===== config.mk =====
export PLATFORM = sky130hd
export DESIGN_NAME = controlador_semaforos
export DESIGN_NICKNAME = d
export VERILOG_FILES = /design/src/rtl/controlador_semaforos.sv
export SDC_FILE = /design/constraint.sdc
export NUM_CORES = 1
export LEC_CHECK = 0
export CORE_ASPECT_RATIO = 0.9
export CORE_MARGIN = 1.5
export CORE_UTILIZATION = 34
export DETAILED_ROUTE_END_ITERATION = 10
export GPL_ROUTABILITY_DRIVEN = 1
export PLACE_DENSITY = 0.52
export SLEW_MARGIN = 40
export SYNTH_ARGS = -nofsm -noshare
export SYNTH_HDL_FRONTEND = slang
export SYNTH_SLANG_ARGS = --single-unit

===== constraint.sdc =====
create_clock -name clk -period 2.5 [get_ports clk]
set_clock_uncertainty 0.2 [all_clocks]
set_input_delay 0.625 -clock clk [delete_from_list [all_inputs] [get_ports clk]]
set_output_delay 0.625 -clock clk [all_outputs]
set_load 0.02 [all_outputs]

===== src/rtl/controlador_semaforos.sv =====
// Two-way crossing traffic-light sequencer with per-second countdown and request-driven green shortening.
// Lamps and Numero are registered; a 1-cycle request pulse only influences the next prescaler tick.
module controlador_semaforos #(
    parameter int CLK_HZ      = 25_000_000,
    parameter int T_VERDE     = 9,
    parameter int T_AMARILLO  = 3,
    parameter int T_ROJO      = 1,
    parameter int T_MIN_VERDE = 3
) (
    input  logic       clk,
    input  logic       reset,
    input  logic       req_a,
    input  logic       req_b,
    output logic       VA,
    output logic       AA,
    output logic       RA,
    output logic       VB,
    output logic       AB,
    output logic       RB,
    output logic [3:0] Numero
);

    localparam int PW = (CLK_HZ > 1) ? $clog2(CLK_HZ) : 1;
    localparam logic [3:0] SHORT_LIMIT = 4'(T_VERDE - T_MIN_VERDE + 1);

    typedef enum logic [2:0] {
        A_VERDE,
        A_AMARILLO,
        ROJO_1,
        B_VERDE,
        B_AMARILLO,
        ROJO_2
    } state_t;

    state_t          state, state_nxt;
    logic [PW-1:0]   presc;
    logic            tick;
    logic            leave;
    logic [3:0]      numero_nxt;
    logic            pend_a, pend_b, pend_a_nxt, pend_b_nxt;
    logic [5:0]      lamps, lamps_nxt;

    always_comb begin
        tick       = (presc == PW'(CLK_HZ - 1));
        leave      = 1'b0;
        state_nxt  = state;
        numero_nxt = Numero;
        lamps_nxt  = 6'b100001;

        // A pending request cuts the current green once the minimum green has elapsed.
        if (tick) begin
            if (Numero == 4'd1)
                leave = 1'b1;
            if (state == A_VERDE && pend_b && Numero <= SHORT_LIMIT)
                leave = 1'b1;
            if (state == B_VERDE && pend_a && Numero <= SHORT_LIMIT)
                leave = 1'b1;
        end

        if (leave) begin
            case (state)
                A_VERDE:    state_nxt = A_AMARILLO;
                A_AMARILLO: state_nxt = ROJO_1;
                ROJO_1:     state_nxt = B_VERDE;
                B_VERDE:    state_nxt = B_AMARILLO;
                B_AMARILLO: state_nxt = ROJO_2;
                ROJO_2:     state_nxt = A_VERDE;
                default:    state_nxt = A_VERDE;
            endcase
        end

        case (state_nxt)
            A_VERDE:    lamps_nxt = 6'b100001;
            A_AMARILLO: lamps_nxt = 6'b010001;
            ROJO_1:     lamps_nxt = 6'b001001;
            B_VERDE:    lamps_nxt = 6'b001100;
            B_AMARILLO: lamps_nxt = 6'b001010;
            ROJO_2:     lamps_nxt = 6'b001001;
            default:    lamps_nxt = 6'b100001;
        endcase

        if (leave) begin
            case (state_nxt)
                A_VERDE, B_VERDE:       numero_nxt = 4'(T_VERDE);
                A_AMARILLO, B_AMARILLO: numero_nxt = 4'(T_AMARILLO);
                default:                numero_nxt = 4'(T_ROJO);
            endcase
        end else if (tick) begin
            numero_nxt = Numero - 4'd1;
        end

        pend_a_nxt = pend_a;
        if (req_a && state != A_VERDE)
            pend_a_nxt = 1'b1;
        if (leave && state_nxt == A_VERDE)
            pend_a_nxt = 1'b0;

        pend_b_nxt = pend_b;
        if (req_b && state != B_VERDE)
            pend_b_nxt = 1'b1;
        if (leave && state_nxt == B_VERDE)
            pend_b_nxt = 1'b0;
    end

    always_ff @(posedge clk) begin
        if (reset) begin
            state  <= A_VERDE;
            Numero <= 4'(T_VERDE);
            presc  <= '0;
            pend_a <= 1'b0;
            pend_b <= 1'b0;
            lamps  <= 6'b100001;
        end else begin
            state  <= state_nxt;
            Numero <= numero_nxt;
            presc  <= tick ? '0 : presc + PW'(1);
            pend_a <= pend_a_nxt;
            pend_b <= pend_b_nxt;
            lamps  <= lamps_nxt;
        end
    end

    assign {VA, AA, RA, VB, AB, RB} = lamps;

endmodule


==> flow_summary_export.csv <==
group,metric,value,unit
routing,wl_per_cell,12.2,um
cells_and_area,fill_cells,542,
yosys,ys_seq_area_frac,0.430,
yosys,synth_area_leaders,"dfxtp_1 43%, xor2_1 8.5%, nor2_1 7.3%",
worst_setup_path,worst-path-buf-inv,1,
cts,cts_root_buffer,"clkbuf_8",
yosys,synth_top_area_cell,"dfxtp_1",
worst_setup_path,end_kind,"flip-flop",
placed_design,gp_congestion,0.797,
timing,finalCritPeriodShare,0.935,
worst_setup_path,cp.required,2.48,ns
yosys,syn_area,1860,um2
cts,htreeDepth,2,
routing,wirelength,3740,um
routing,via_per_inst,4.84,
cts,cts.sinks,40,
floorplan,io_pins,14,
worst_setup_path,critPathMaxFanout,5,
grt,grt_usage,0.142,
yosys,async_flop_share,0,
cts,clkTransAtPathRegs,0.07,ns
routing,vias,1486,
routing,drt_first_iter_violations,45,
yosys,ys_types,44,
worst_setup_path,cp_cell_sequence,"or4bb_1, or4_4, nor3_4, buf_4, o21ai_0, a21o_1",
timing,tns,0,ns
worst_setup_path,critPathTopFamily,"simple AND/OR/NAND/NOR gates",
cells_and_area,final_cell_area,2250,um2
routing,ant_nets,0,
grt,grt_antenna_before_repair,0,
yosys,synth_cells,212,
worst_setup_path,critical_path.startpoint,"presc[24]$_SDFF_PP0_",
worst_setup_path,reg2reg_to,"lamps[0]$_SDFF_PP1_",
worst_setup_path,crit_path_end,"lamps[0]$_SDFF_PP1_",
placed_design,io_buffers,13,
worst_setup_path,rrSetupSlack,0.16,ns
cells_and_area,final-instance-count-excl-fill,307,
timing,setup_viol,0,
worst_setup_path,timing.rr.start,"presc[24]$_SDFF_PP0_",
cts,cts.path.max_buffers,2,
routing,drtPass1Iterations,4,
placed_design,dp_hpwl,2730,um
worst_setup_path,cpPeakStageDelay,0.60,ns
worst_setup_path,cp.depth,6,
yosys,synth_top_area_frac,0.430,
yosys,syn_area_per_cell,8.79,um2
floorplan,coreArea,5260,um2
timing,rsz0062_at_grt,"no",
run,max_cap_violations,0,
yosys,ys_ff_latch,40,
cts,ctsResizeCount,0,
run_status,status,"finished clean",
yosys,ys.flop_type,"dfxtp_1",
power_and_ir_drop,p_leak,0.873,nW
cts,clock_latency,0.29,ns
yosys,synth_nets,219,
yosys,yosys_warnings,0,
cts,post-cts-setup-buffer-count,0,
cts,cts_buffers,5,
cells_and_area,drive_gt1_frac,0.154,
cts,cts_hold_buffers,0,
cells_and_area,seqCellArea,801,um2
floorplan,dieArea,5930,um2
cells_and_area,n_antenna_cell,0,
timing,finalMaxSlewViolations,0,
power_and_ir_drop,ir_drop,0.000333,V
timing,hold_slack,0.263,ns
cells_and_area,nets,247,
grt,grt_pass1_wl,6380,um
routing,drcViolationCount,0,
hold_path,hold_path_class,"reg2reg",
worst_setup_path,cp.arrival,2.32,ns
floorplan,row_count,25,
floorplan,fp.dieW,81.0,um
placed_design,dpl_cell_area,2170,um2
timing,finalHoldViolations,0,
worst_setup_path,crit_path_top_delay_cell,"or4_4",
cells_and_area,syn_to_final_growth,21.0,%
grt,grt_max_degree,26,
worst_setup_path,start_kind,"flip-flop",
worst_setup_path,r2r_cells,6,
placed_design,place_inst,300,
grt,grt_overflow,0,
timing,period_needed,2.34,ns
grt,grt_pass1_vias,1372,
power_and_ir_drop,power.density,479,nW/um2
timing,slew-limit-headroom,0.726,
cells_and_area,multiInputGateArea,985,um2
timing,fmax,428,MHz
floorplan,die_height,73.2,um
cts,cts_tree,"done",
worst_setup_path,critPathKind,"reg2reg",
floorplan,initial_core_util,0.355,
cells_and_area,finish.utilization,0.429,
timing,max_slew.worst_pin.slew,0.409,ns
yosys,synth_edf_count,0,
[cell usage after synthesis (4+ instances only)]
master     n
a21oi_1    9
and3_1     5
clkbuf_1   6
dfxtp_1   40
inv_1      6
nand2_1   11
nand3_1   12
nand4_1    8
nor2_1    36
nor3_1     4
or2_2      4
xnor2_1    7
xor2_1    18
[power by group]
part / internal, W / switching (W) / leakage (nW)
clock network: 0.000190 / 0.000210 / 0.0410
logic: 0.0000168 / 0.0000178 / 0.509
registers: 0.000642 / 0.00000351 / 0.323
total: 0.000849 / 0.000232 / 0.873
[cells in the final DEF, fill, tap and decap left out, types with 2 or more instances in the layout]
cell type / count
ha_1: 3
and3_1: 5
o21ai_0: 3
or2_2: 4
nand2b_1: 2
dfxtp_1: 40
a21oi_1: 9
mux2i_1: 2
clkbuf_8: 5
xnor2_1: 7
nand4_1: 8
inv_1: 6
nand2_1: 11
nand4b_1: 2
xor2_1: 18
o21bai_1: 2
nor4_1: 2
buf_4: 18
nor3_1: 4
nor2_1: 36
a31oi_1: 3
clkdlybuf4s50_1: 13
nand3_1: 12
and4_1: 3
[cells by family after synthesis]
group	after synthesis	synth area share
AND/OR/NAND/NOR	99	0.283
AO/OA/AOI/OAI	26	0.0947
multiplexers	2	0.0107
buffers and inverters	17	0.0436
adder cells (fa/ha/maj)	3	0.0201
XOR/XNOR	25	0.118
flip-flops	40	0.430
[per-layer routing]
layer	share of wire	up-vias	wire length (um)	global-route usage
met2	0.41	16	1530	0.194
met5	0	-	0	0
met3	0.026	4	96	0.0375
met4	0.013	0	50	0.0632
met1	0.55	678	2060	0.207
li1	-	788	-	-
[worst min-delay path by stage]
stage / endpoint / slack, ns / from / cells past startpoint
after floorplan: presc[0]$_SDFF_PP0_ / 0.23 / presc[0]$_SDFF_PP0_ / 1
after global placement: presc[0]$_SDFF_PP0_ / 0.24 / presc[0]$_SDFF_PP0_ / 1
after detailed placement: presc[0]$_SDFF_PP0_ / 0.25 / presc[0]$_SDFF_PP0_ / 1
after CTS: presc[0]$_SDFF_PP0_ / 0.27 / presc[0]$_SDFF_PP0_ / 1
after global routing: presc[0]$_SDFF_PP0_ / 0.28 / presc[0]$_SDFF_PP0_ / 1
final: presc[0]$_SDFF_PP0_ / 0.26 / presc[0]$_SDFF_PP0_ / 1
[area by class of cell]
type,instances,area share
Inverter,6,0.00999
Clock buffer,6,0.0322
Clock inverter,1,0.00222
Timing Repair Buffer,32,0.127
Multi-Input combinational cell,155,0.437
Tap cell,67,0.0372
Sequential cell,40,0.355
[per-stage QoR]
| step | power, W | setup WS [ns] |
|---|---|---|
| after floorplan | 0.000682 | 0.0586 |
| after global placement | 0.000696 | 0.0958 |
| after detailed placement | 0.000696 | 0.0698 |
| after CTS | 0.00110 | 0.0516 |
| after global routing | 0.00113 | 0.0758 |
| final | 0.00108 | 0.162 |
[sequential cells by signal, indices dropped and copies added, names as in the netlist]
register,count
presc,25
lamps,6
pend_b,1
Numero,4
pend_a,1
state,3
No activity file was read; power rests on OpenSTA's default activity.
==> RTL change (same settings) <==
`CLK_HZ`: 25_000_000 -> 100_000_000.
--- a/src/rtl/controlador_semaforos.sv
+++ b/src/rtl/controlador_semaforos.sv
@@ -2,5 +2,5 @@
 // Lamps and Numero are registered; a 1-cycle request pulse only influences the next prescaler tick.
 module controlador_semaforos #(
-    parameter int CLK_HZ      = 25_000_000,
+    parameter int CLK_HZ      = 100_000_000,
     parameter int T_VERDE     = 9,
     parameter int T_AMARILLO  = 3,
Function: same outputs for any inputs over 10 cycles, from zero or initial values and one cycle with reset high; that may be too few to reach the edited logic, so the function may still have changed.
==> RTL change against the original RTL <==
Setup slack improved by 44 ps. Wire length rose by 1.4%. Critical path depth fell by 1. Hold slack got worse by 13 ps. Area after synthesis rose by 4.4%. Final area rose by 1.7%. Final cell count rose by 1.6%. Total power rose by 15%. Combinational power fell by 3%. Via count rose by 3.0%. Sequential cell count rose by 2.
==> RTL change: results (changes against the original RTL) <==
.. list-table::
   :header-rows: 1

   * - Metric
     - Value
   * - Outcome
     - completed
   * - Proportion of layout cells with a drive suffix above 1
     - 0.0735 (-0.0807)
   * - Most used standard cells in the synthesized netlist
     - sky130_fd_sc_hd__dfxtp_1 (42), sky130_fd_sc_hd__nor2_1 (40), sky130_fd_sc_hd__xnor2_1 (19)
   * - Vias per inst
     - 4.91 (+1.4%)
   * - Number of DRC markers in iteration 0
     - 83 (+84%)
   * - Switch Pwr
     - 0.254 mW (+9.5%)
   * - Xor and xnor fraction of the mapped netlist area
     - 0.122 (+0.00401)
   * - Fraction of area in multi-input gates
     - 0.452 (+0.0155)
   * - Number of nets in the finished design
     - 251 (+1.6%)
   * - Signal buffers share of area
     - 0.0818 (-0.0447)
   * - Via count of the first global-routing pass
     - 1,408 (+2.6%)
   * - Nets in the synthesized netlist
     - 233 (+6.4%)
   * - Multi-input combinational cell count
     - 167 (+7.7%)
   * - Met3 routed wirelength
     - 90 microns (-6.3%)
   * - Remaining max-slew budget at the tightest pin
     - 0.742 (+0.0163)
   * - Pwr per Cell Area
     - 541 mW/mm^2 (+13%)
   * - Worst-case setup slack after placement
     - 236 ps (+166 ps)
   * - Maximum single-stage delay on the critical path
     - 550 ps (-50 ps)
   * - Share of the synthesized area in compound gates (AO/OA/AOI/OAI)
     - 0.0785 (-0.0162)
   * - Wire length per cell
     - 12.1 microns (-0.23%)
   * - Critical path destination
     - lamps[3]$_SDFF_PP0_
   * - Launching point of the worst reg2reg path
     - presc[12]$_SDFF_PP0_
   * - Worst IR drop on VDD
     - 291 uV (-13%)
   * - Power consumed by the clock network
     - 0.530 mW (+32%)
   * - Largest regs
     - presc: 27 flops, lamps: 6 flops, Numero: 4 flops
   * - Register area share after synthesis
     - 0.432 (+0.00234)
   * - Met2 WL
     - 1.49 mm (-2.7%)
   * - Global-route track usage on met1
     - 0.207 (-0.000831)
   * - GRT Overall Usage
     - 0.141 (-0.00168)
   * - GR Util met3
     - 0.0327 (-0.00477)
   * - Buffers excl. clock
     - 19 (-41%)
   * - Met1 Wirelength
     - 2.16 mm (+5.0%)
   * - Share of the synthesized area in the top cell type
     - 0.432 (+0.00234)
   * - FF-to-FF path depth
     - 5 (-1)
   * - Clock sink count
     - 42 (+5.0%)
   * - HPWL Detailed
     - 2.65 mm (-2.8%)
   * - Post-route worst setup slack
     - 206 ps (+44.0 ps)
   * - Global routing met2 resource utilization
     - 0.195 (+0.00160)
[RTL change: changes by cell type in the layout (fill, tap and decap cells not counted), moves of 4 or more]
| cell | delta |
|---|---|
| sky130_fd_sc_hd__xnor2_1 | +12 |
| sky130_fd_sc_hd__nor4_1 | +4 |
| sky130_fd_sc_hd__nand2_1 | +4 |
| sky130_fd_sc_hd__buf_4 | -13 |
| sky130_fd_sc_hd__nor3_1 | +5 |
| sky130_fd_sc_hd__and4_1 | +4 |
| sky130_fd_sc_hd__xor2_1 | -10 |
| sky130_fd_sc_hd__nand4_1 | -4 |
| sky130_fd_sc_hd__o21ai_0 | +4 |
| sky130_fd_sc_hd__or2_2 | -4 |
| sky130_fd_sc_hd__nor2_1 | +4 |
[RTL change: stage by stage]
stage | cell area [sq um] | cells
final | 2290 | 312
after global routing | 2290 | 312
after CTS | 2290 | 312
after detailed placement | 2180 | 304
after global placement | 2180 | 304
after floorplan | 1950 | 226
